**config.mk**
```make
export PLATFORM = sky130hd
export DESIGN_NAME = ej32_store_seq_flat
export DESIGN_NICKNAME = d
export VERILOG_FILES = /design/src/rtl/ej32_store_seq_if.sv /design/src/rtl/ej32_store_seq.sv /design/src/flat_wrapper.sv
export SDC_FILE = /design/constraint.sdc
export NUM_CORES = 1
export LEC_CHECK = 0
export CORE_UTILIZATION = 50
export CTS_BUF_LIST = sky130_fd_sc_hd__clkbuf_2 sky130_fd_sc_hd__clkbuf_4 sky130_fd_sc_hd__clkbuf_8
export DETAILED_ROUTE_END_ITERATION = 7
export DONT_BUFFER_PORTS = 1
export PLACE_DENSITY = 0.63
export SLEW_MARGIN = 10
export SYNTH_ARGS = -nofsm -noshare
export SYNTH_HDL_FRONTEND = slang
export SYNTH_SLANG_ARGS = --single-unit
```
**constraint.sdc**
```tcl
create_clock -name clk -period 2.2 [get_ports clk]
set_input_delay 0.66 -clock clk [delete_from_list [all_inputs] [get_ports clk]]
set_output_delay 0.66 -clock clk [all_outputs]
set_load 0.01 [all_outputs]
```
**src/rtl/ej32_store_seq_if.sv**
```systemverilog
// Request/bus bundle for the eJ32 byte-serial store sequencer.
// The sequencer takes the slave view; the control FSM and memory arbiter side take the master view.
interface ej32_store_seq_if #(
  parameter int DSZ = 32,
  parameter int ASZ = 17
);
  logic           st_req;
  logic           st_rdy;
  logic [1:0]     st_wsz;
  logic [ASZ-1:0] st_a;
  logic [DSZ-1:0] st_d;
  logic           st_done;
  logic           st_err;
  logic           mem_we;
  logic [ASZ-1:0] mem_a;
  logic [7:0]     mem_d;
  logic           mem_gnt;

  modport slave (
    input  st_req, st_wsz, st_a, st_d, mem_gnt,
    output st_rdy, st_done, st_err, mem_we, mem_a, mem_d
  );

  modport master (
    output st_req, st_wsz, st_a, st_d, mem_gnt,
    input  st_rdy, st_done, st_err, mem_we, mem_a, mem_d
  );
endinterface

```
**src/rtl/ej32_store_seq.sv**
```systemverilog
// Byte-serial store sequencer: emits a 1/2/4-byte TOS value to the 8-bit memory bus,
// most significant byte first, at consecutive (wrapping) byte addresses.
module ej32_store_seq #(
  parameter int DSZ = 32,
  parameter int ASZ = 17
) (
  input  logic              clk,
  input  logic              rst,
  ej32_store_seq_if.slave   io_st
);

  typedef enum logic {IDLE, WR} state_t;

  state_t         r_state;
  logic [DSZ-1:0] r_sreg;
  logic [ASZ-1:0] r_addr;
  logic [2:0]     r_cnt;
  logic           r_done;
  logic           r_err;

  state_t         w_next;
  logic [DSZ-1:0] w_sreg;
  logic [ASZ-1:0] w_addr;
  logic [2:0]     w_cnt;
  logic           w_done;
  logic           w_err;

  always_ff @(posedge clk or posedge rst) begin
    if (rst) begin
      r_state <= IDLE;
      r_sreg  <= '0;
      r_addr  <= '0;
      r_cnt   <= '0;
      r_done  <= 1'b0;
      r_err   <= 1'b0;
    end else begin
      r_state <= w_next;
      r_sreg  <= w_sreg;
      r_addr  <= w_addr;
      r_cnt   <= w_cnt;
      r_done  <= w_done;
      r_err   <= w_err;
    end
  end

  // The value is left-aligned on accept so every byte is taken from the top of the shift register.
  always_comb begin
    w_next = r_state;
    w_sreg = r_sreg;
    w_addr = r_addr;
    w_cnt  = r_cnt;
    w_done = 1'b0;
    w_err  = 1'b0;
    case (r_state)
      IDLE: begin
        if (io_st.st_req) begin
          case (io_st.st_wsz)
            2'd0: begin
              w_sreg = io_st.st_d << (DSZ - 8);
              w_cnt  = 3'd1;
              w_addr = io_st.st_a;
              w_next = WR;
            end
            2'd1: begin
              w_sreg = io_st.st_d << (DSZ - 16);
              w_cnt  = 3'd2;
              w_addr = io_st.st_a;
              w_next = WR;
            end
            2'd2: begin
              w_sreg = io_st.st_d << (DSZ - 32);
              w_cnt  = 3'd4;
              w_addr = io_st.st_a;
              w_next = WR;
            end
            default: w_err = 1'b1;
          endcase
        end
      end
      WR: begin
        if (io_st.mem_gnt) begin
          w_sreg = r_sreg << 8;
          w_addr = r_addr + 1'b1;
          w_cnt  = r_cnt - 3'd1;
          if (r_cnt == 3'd1) begin
            w_next = IDLE;
            w_done = 1'b1;
          end
        end
      end
      default: w_next = IDLE;
    endcase
  end

  assign io_st.st_rdy  = (r_state == IDLE);
  assign io_st.mem_we  = (r_state == WR);
  assign io_st.mem_a   = r_addr;
  assign io_st.mem_d   = r_sreg[DSZ-1 -: 8];
  assign io_st.st_done = r_done;
  assign io_st.st_err  = r_err;

endmodule

```
**src/flat_wrapper.sv**
```systemverilog
// flat-port wrapper written by rule: the top's interface ports become plain ports
module ej32_store_seq_flat 
#(
  parameter int DSZ = 32,
  parameter int ASZ = 17
)
  (clk, rst, io_st_st_req, io_st_st_wsz, io_st_st_a, io_st_st_d, io_st_mem_gnt, io_st_st_rdy, io_st_st_done, io_st_st_err, io_st_mem_we, io_st_mem_a, io_st_mem_d);
  ej32_store_seq_if #(.DSZ(DSZ), .ASZ(ASZ)) io_st_i ();
  input  logic clk;
  input  logic rst;
  input wire logic [$bits(io_st_i.st_req)-1:0] io_st_st_req;
  input wire logic [$bits(io_st_i.st_wsz)-1:0] io_st_st_wsz;
  input wire logic [$bits(io_st_i.st_a)-1:0] io_st_st_a;
  input wire logic [$bits(io_st_i.st_d)-1:0] io_st_st_d;
  input wire logic [$bits(io_st_i.mem_gnt)-1:0] io_st_mem_gnt;
  output wire logic [$bits(io_st_i.st_rdy)-1:0] io_st_st_rdy;
  output wire logic [$bits(io_st_i.st_done)-1:0] io_st_st_done;
  output wire logic [$bits(io_st_i.st_err)-1:0] io_st_st_err;
  output wire logic [$bits(io_st_i.mem_we)-1:0] io_st_mem_we;
  output wire logic [$bits(io_st_i.mem_a)-1:0] io_st_mem_a;
  output wire logic [$bits(io_st_i.mem_d)-1:0] io_st_mem_d;
  assign io_st_i.st_req = io_st_st_req;
  assign io_st_i.st_wsz = io_st_st_wsz;
  assign io_st_i.st_a = io_st_st_a;
  assign io_st_i.st_d = io_st_st_d;
  assign io_st_i.mem_gnt = io_st_mem_gnt;
  assign io_st_st_rdy = io_st_i.st_rdy;
  assign io_st_st_done = io_st_i.st_done;
  assign io_st_st_err = io_st_i.st_err;
  assign io_st_mem_we = io_st_i.mem_we;
  assign io_st_mem_a = io_st_i.mem_a;
  assign io_st_mem_d = io_st_i.mem_d;
  ej32_store_seq #(.DSZ(DSZ), .ASZ(ASZ)) u_core (.clk(clk), .rst(rst), .io_st(io_st_i));
endmodule
```
# Yosys cells after proc, flatten, opt, wreduce, memory -nomap -nowiden
# Index checks and enable logic that the tools add are counted.
# W data, S select, Z words.
# classes
n_addsub	2
eq_ne	7
muxes	23
bitwise_logic	1
n_reduce_logical	4
# op_table
operator	n
$pmux W32 S3	1
$mux W32	2
$pmux W32 S2	1
$mux W17	3
$pmux W17 S2	1
$add A17 B1 Y17 const B	1
$mux W1	10
$pmux W3 S3	1
$mux W3	2
$ne A2 B2 Y1 const B	3
$pmux W3 S2	1
$reduce_and A3 Y1	2
$ne A4 B1 Y1 const B	1
$eq A3 B1 Y1 const B	1
$reduce_or A3 Y1	1
$sub A3 B1 Y3 const B	1
$eq A2 B1 Y1 const B	1
$eq A2 B2 Y1 const B	1
$logic_not A2 Y1	1
$pmux W1 S2	1
$not A1 Y1	1
# totals
ff_bits	55
output_inout_bits	29

# Longest topological paths before layout
# Gate-level depths: netlist (run 1).
# logic_depth
word_depth	5
ltp_mapped	7
ltp_nobuf	6

# Least setup slack after synthesis (run 1)
# OpenSTA, ideal clock, no wires.
# synth_path
path_type	in2reg
from	input io_st_st_wsz[0]
to	register u_core.r_addr[11], in the netlist u_core.io_st.mem_a[11]
arrival_time_ns	1.931
required_ns	2.073
setup_slack_ns	0.142
path_stages	7
n_path_buf	2
path_cell_list	ha_1 -> or3b_2 -> clkbuf_1 -> and2_0 -> clkbuf_1 -> a21oi_1 -> nand3b_1
# synth_between
elab_chain_len	4
word_cells_on_any_way	6
# synth_lines
item	line_no	source
from (decl)	flat_wrapper.sv:12	input wire logic [$bits(io_st_i.st_wsz)-1:0] io_st_st_wsz;
$eq A2 B1 Y1, or another cell as far along	ej32_store_seq.sv:57	case (io_st.st_wsz)
$reduce_or A3 Y1 (no source line) *	n/a	
$ne A2 B2 Y1 (no source line) *	n/a	
$reduce_and A3 Y1 (no source line) *	n/a	
to (signal assigned)	ej32_store_seq.sv:39	r_addr <= w_addr;
to (decl)	ej32_store_seq.sv:16	logic [ASZ-1:0] r_addr;
# Every way passes the cells marked *; elsewhere a longest branch is shown, timed or not.
# A chain may end at the register's enable or synchronous reset.

# Final worst setup path (run 1)
# layout_path
from	register u_core.r_addr[0], in the netlist u_core.io_st.mem_a[0]
to	register u_core.r_addr[6], in the netlist u_core.io_st.mem_a[6]
# layout_between
elab_chain_len	3
# layout_lines
item	line_no	source
$add A17 B1 Y17	ej32_store_seq.sv:83	w_addr = r_addr + 1'b1;
$mux W17	ej32_store_seq.sv:81	if (io_st.mem_gnt) begin
$pmux W17 S2	ej32_store_seq.sv:54	case (r_state)
# No other way between the ends. The select of a mux whose other input is x is not followed.

==> results of run 1 <==
registers in the layout, indices dropped and copies added (netlist names):
| register | flops |
|---|---|
| u_core.io_st.mem_we | 1 |
| u_core.r_cnt | 3 |
| u_core.r_sreg | 32 |
| u_core.io_st.st_err | 1 |
| u_core.io_st.st_done | 1 |
| u_core.io_st.mem_a | 17 |
synth_stat cells, types with 3 or more instances:
master    instances
mux2i_1           6
nor2_1           38
a22oi_1           8
nor3_1            5
dfrtp_1          55
ha_1              9
buf_1             3
o31ai_1           3
a221o_1           8
o22ai_1           6
a211oi_1          3
nor4_1            5
nand2_1          47
nand4_1           7
nand3_2           3
buf_4             9
nand3_1           8
a221oi_1          8
a31oi_1          18
buf_2             5
inv_1            10
nand2b_1          4
o21ai_0          24
and3_1            5
a21oi_1          18
clkbuf_1         18
area by class of cell:
class	instances	area, um^2
inverter	10	37.5
multi-input combinational	257	1530
sequential	55	1380
clock buffer	5	68.8
tap	75	93.8
fill	563	2670
clock inverter	3	25.0
timing repair buffer	15	150
cell families (layout without fill, tap and decap cells):
| kind of cell | Yosys count | after routing |
|---|---|---|
| and+or+nand+nor | 135 | 135 |
| AOI/OAI and AO/OA | 106 | 106 |
| buffers and inverters | 46 | 33 |
| adders and majority gates | 9 | 9 |
| muxes | 7 | 7 |
| DFF | 55 | 55 |
per-stage QoR:
step                worst slack (ps)  cells  cell area [um^2]  power [mW]  hold slack (ps)
floorplan                        142    358              3120        3.41              450
global route                     152    420              3280        4.79              118
CTS                              344    420              3280        4.43              129
detailed placement               195    412              3190        3.83              470
finish                           329    420              3280        4.41              126
global placement                 241    412              3190        3.77              462
worst register-to-register path: cells and delay by family (launching register included):
| family | cells | cell delay [ps] |
|---|---|---|
| compound gates | 2 | 360 |
| fa+ha+maj | 1 | 290 |
| buf+inv | 1 | 180 |
| flops | 1 | 540 |
| simple gates | 2 | 410 |
where the power goes:
group / internal (mW) / switching, mW
clock network: 0.233 / 0.364
logic: 0.791 / 1.06
registers: 1.43 / 0.536
worst max-delay path by stage:
stage	start	endpoint	slack, ps	depth (start not counted)
2_1_floorplan	io_st_st_wsz[0]	u_core.io_st.mem_a[11]	140	7
3_3_place_gp	io_st_st_wsz[0]	u_core.io_st.mem_a[6]	240	5
3_5_place_dp	io_st_st_wsz[0]	u_core.io_st.mem_a[11]	200	5
4_1_cts	u_core.io_st.mem_a[0]	u_core.io_st.mem_a[12]	340	5
5_1_grt	u_core.io_st.mem_a[0]	u_core.io_st.mem_a[16]	150	5
6_report	u_core.io_st.mem_a[0]	u_core.io_st.mem_a[6]	330	6
per-layer routing:
metal | track usage (%) | vias to the layer above | share of wire [%]
li1 | - | 1263 | -
met2 | 34.8 | 85 | 43
met5 | 0 | - | 0
met1 | 36.8 | 1240 | 48
met3 | 6.18 | 5 | 7.8
met4 | 5.36 | 0 | 0.82
==> impl_metrics.yaml, run 1 <==
synthesis:
  synth_flop_cell: "dfrtp_1"
  synth_top_area_share_pct: 44.1
  async_reset_ff_share_pct: 100
  netlist_area_um2: 3120
  yosysWarningCount: 0
  yosys.area_share.xor_xnor_pct: 0
  ys_seq_area_share_pct: 44.1
  synth_area_per_cell_um2: 8.72
  synth_top_family_by_area: "compound AO/OA/AOI/OAI gates"
  synthAdderAreaFrac_pct: 3.61
  synth_mux_area_share_pct: 2.28
  synth_nets: 422
  syn_inst: 358
  synth.distinct_cells: 49
  synth_compound_area_share_pct: 22.4
  ys_ff_latch: 55
  yosysTopAreaCell: "dfrtp_1"
  ys_top_cells_by_area: "dfrtp_1, nand2_1, nor2_1"
  synth_edf_count: 0
  synth_simple_gate_area_share_pct: 20.5
status:
  status: "completed"
sta:
  finalSetupViolations: 0
  tightest_slew_ps: 391
  fin_skew_ps: 12.0
  finalMaxSlewViolations: 0
  rsz0062_at_grt: "no"
  fmax_mhz: 535
  final_hold_viol_count: 0
  period_share_pct: 85.0
  fin_crit_ps: 1870
  maxSlewHeadroom_pct: 73.9
  fin_tns_setup_ps: 0
cells_and_area:
  nNetsFinal: 408
  layout-drive-gt1-share_pct: 9.86
  final_common_cell: "dfrtp_1"
  layout_common_cells: "dfrtp_1, nand2_1, nor2_1"
  diodes: 0
  fin_util_pct: 55.1
  area_growth_pct: 5.13
hold_path:
  hold_path.class: "in2async"
global_route:
  grt_max_degree: 49
  grt_pass1_wl_um: 12100
  grt_pass1_vias: 2401
  grt.overflow.total: 0
  antenna_found_initial: 0
  grt.total_usage_pct: 24.4
worst_setup_path:
  cp_top_family: "flip-flops"
  cp.required_ps: 2400
  rr_startpoint: "u_core.io_st.mem_a[0]"
  cp_cell_sequence: "ha_1 -> and4_2 -> nand2_1 -> buf_4 -> o22ai_1 -> o2bb2a_1"
  cp_max_fo: 6
  cp-start-kind: "flip-flop"
  critPathBufInv: 1
  r2r-end: "u_core.io_st.mem_a[6]"
  critPathArrivalTime_ps: 2070
  slowest_stage: "dfrtp_1"
  rrSetupSlack_ps: 330
  critPathMaxStageDelay_ps: 540
  endpoint_kind: "flip-flop"
  reg2regPathDepth: 6
  path_class: "reg2reg"
floorplan:
  ios: 84
  coreArea_um2: 5960
  start_util_pct: 52.4
  die_w_um: 81.0
  rows: 28
  die_area_um2: 6560
  die_h_um: 81.0
cts:
  cts.sinks: 55
  cts_buffers: 5
  ctsHoldBuffers: 0
  path_clk_slew_ps: 100
  cts_setup_buffers: 0
  clk_latency_ps: 320
  cts_tree: "built"
  ctsHtreeMaxLevel: 2
  clk_path_buf_depth: 2
  root_buffer: "clkbuf_8"
  cts-resized-gates: 0
routing:
  drc: 0
  wirelength_um: 7640
  via_per_inst: 6.17
  avgRoutedWirePerCell_um: 18.2
  antenna_left: 0
  routed-via-count: 2593
  first_pass_iters: 4
  drtIter0Drc: 199
power_and_ir_drop:
  leakagePower_nw: 1.34
  irDropWorstVdd_uv: 699
  power_density_nw_per_um2: 1340
job:
  maxCapViolCount: 0
placement:
  hpwl_um: 5490
  gp_congestion: 0.774
  io_buffers: 0
(Power assumes the default switching activity.)
==> inputs of run 2 (changes only) <==
--- a/config.mk
+++ b/config.mk
@@ -5,11 +5,12 @@
 export SDC_FILE = /design/constraint.sdc
 export NUM_CORES = 1
 export LEC_CHECK = 0
-export CORE_UTILIZATION = 50
+export CAP_MARGIN = 0
+export CORE_UTILIZATION = 35
 export CTS_BUF_LIST = sky130_fd_sc_hd__clkbuf_2 sky130_fd_sc_hd__clkbuf_4 sky130_fd_sc_hd__clkbuf_8
 export DETAILED_ROUTE_END_ITERATION = 7
 export DONT_BUFFER_PORTS = 1
-export PLACE_DENSITY = 0.63
+export PLACE_DENSITY = 0.47
 export SLEW_MARGIN = 10
 export SYNTH_ARGS = -nofsm -noshare
 export SYNTH_HDL_FRONTEND = slang
==> impl_metrics.yaml, run 2 (same netlist as run 1, synthesis figures left out) <==
cells_and_area:
  layout-drive-gt1-share_pct: 10.9
  largest_reg_flops: 32
  largest_register: "u_core.r_sreg"
  area_growth_pct: 7.86
  diodes: 0
  layout_common_cells: "dfrtp_1, nand2_1, nor2_1"
  nFillCells: 918
  nNetsFinal: 412
  final_common_cell: "dfrtp_1"
  finalNonFillerCells: 457
worst_setup_path:
  critPathMaxStageDelay_ps: 460
  endpoint_kind: "flip-flop"
  rr_startpoint: "u_core.io_st.mem_a[0]"
  r2r-end: "u_core.io_st.mem_a[12]"
  rrSetupSlack_ps: 340
  cp.required_ps: 2400
  slowest_stage: "dfrtp_1"
  cp-start-kind: "flip-flop"
  cp_cell_sequence: "ha_1 -> and4_2 -> nand2_1 -> o31a_1 -> o31a_1"
  critPathArrivalTime_ps: 2060
  reg2regPathDepth: 5
  cp_max_fo: 5
  timing.critical_path.mode_cell: "o31a_1"
  path_class: "reg2reg"
cts:
  path_clk_slew_ps: 110
  cts-resized-gates: 0
  ctsHoldBuffers: 0
  root_buffer: "clkbuf_8"
  ctsHtreeMaxLevel: 2
  cts_buffers: 5
  clk_latency_ps: 320
  clk_path_buf_depth: 2
  cts_setup_buffers: 0
  cts_tree: "built"
  cts.sinks: 55
placement:
  hpwl_um: 5990
  dp_cells: 449
  io_buffers: 0
  preCtsSetupSlack_ps: 102
  gp_congestion: 0.814
floorplan:
  die_w_um: 96.4
  coreArea_um2: 8680
  die_h_um: 96.4
  ios: 84
  rows: 34
  start_util_pct: 36.0
  die_area_um2: 9300
routing:
  routed-via-count: 2596
  first_pass_iters: 4
  drtIter0Drc: 185
  avgRoutedWirePerCell_um: 18.2
  drc: 0
  wirelength_um: 8310
  antenna_left: 0
  via_per_inst: 5.68
power_and_ir_drop:
  sw_frac_of_total_pct: 43.9
  switchingPower_mw: 1.97
  power_density_nw_per_um2: 1330
  seq_power_share_pct: 42.5
  pwr-share-comb_pct: 44.6
  irDropWorstVdd_uv: 501
  leakagePower_nw: 1.37
  p_int_mw: 2.52
  clockPowerShare_pct: 12.9
sta:
  fmax_mhz: 537
  fin_skew_ps: 13.0
  fin_tns_setup_ps: 0
  fin_crit_ps: 1860
  finalSetupViolations: 0
  final_hold_viol_count: 0
  tightest_slew_ps: 444
  maxSlewHeadroom_pct: 70.2
  finalMaxSlewViolations: 0
  layout_setup_ws_ps: 338
  rsz0062_at_grt: "no"
  period_share_pct: 84.6
global_route:
  antenna_found_initial: 0
  grt_pass1_wl_um: 12800
  grt_max_degree: 56
  grt.overflow.total: 0
  grt_pass1_vias: 2336
  grt.total_usage_pct: 18.4
job:
  maxCapViolCount: 0
hold_path:
  hold_path.class: "in2async"
status:
  status: "completed"
[run 2: cell count changes in the layout (fill, tap and decap cells not counted)]
cell,before,now
buf_12,3,4
buf_4,12,15
clkinv_2,0,2
clkinvlp_4,1,0
inv_6,2,1
o21ai_2,1,0
o21ai_4,0,1
[run 2: how the worst max path moves through the flow]
stage / from / end / slack [ps] / cells after the start
5_1_grt: u_core.io_st.mem_a[0] / u_core.io_st.mem_a[12] / 220 / 5
3_3_place_gp: io_st_st_wsz[0] / u_core.io_st.mem_a[11] / 160 / 5
2_1_floorplan: io_st_st_wsz[0] / u_core.io_st.mem_a[11] / 140 / 7
4_1_cts: u_core.io_st.mem_a[2] / u_core.io_st.mem_a[15] / 320 / 4
6_report: u_core.io_st.mem_a[0] / u_core.io_st.mem_a[12] / 340 / 5
3_5_place_dp: io_st_st_wsz[0] / u_core.io_st.mem_a[0] / 100 / 5
[run 2: area by class of cell]
class                      count  area (um^2)  share of cell area [%]
multi-input combinational    257         1540                    45.6
sequential                    55         1380                    40.9
timing repair buffer          19          193                    5.72
tap                          108          135                    4.01
clock buffer                   5         68.8                    2.04
inverter                      10         37.5                    1.11
clock inverter                 3         18.8                   0.557
[run 2: metal layers]
metal	vias to the layer above	track usage, %	share of wire [%]
met5	-	0	0
met4	0	5.15	1.3
met3	10	4.69	7.3
met2	75	24.7	42
met1	1249	28.5	50
li1	1262	-	-
[run 2: metrics by stage]
step | power [mW] | cell area (um^2) | utilization, % | hold slack, ps
after floorplan | 3.41 | 3120 | - | 450
after global placement | 3.90 | 3280 | 37.8 | 464
after detailed placement | 3.95 | 3280 | 37.8 | 470
after CTS | 4.54 | 3370 | 38.8 | 277
after global routing | 4.91 | 3370 | 38.8 | 292
final | 4.49 | 3370 | 38.8 | 279
[run 2: power by group through the flow]
stage	Clock [mW]	Sequential [mW]	Combinational [mW]
2_1_floorplan	0	1.81	1.60
3_3_place_gp	0	1.92	1.98
3_5_place_dp	0	1.93	2.02
4_1_cts	0.607	1.91	2.02
5_1_grt	0.639	1.98	2.29
6_report	0.579	1.91	2.00
[run 2: worst max-delay path: cells and delay by family (launching register included)]
family	cells	cell delay (ps)
AO/OA/AOI/OAI	2	540
flip-flops	1	460
AND/OR/NAND/NOR	2	450
adder cells (fa/ha/maj)	1	280
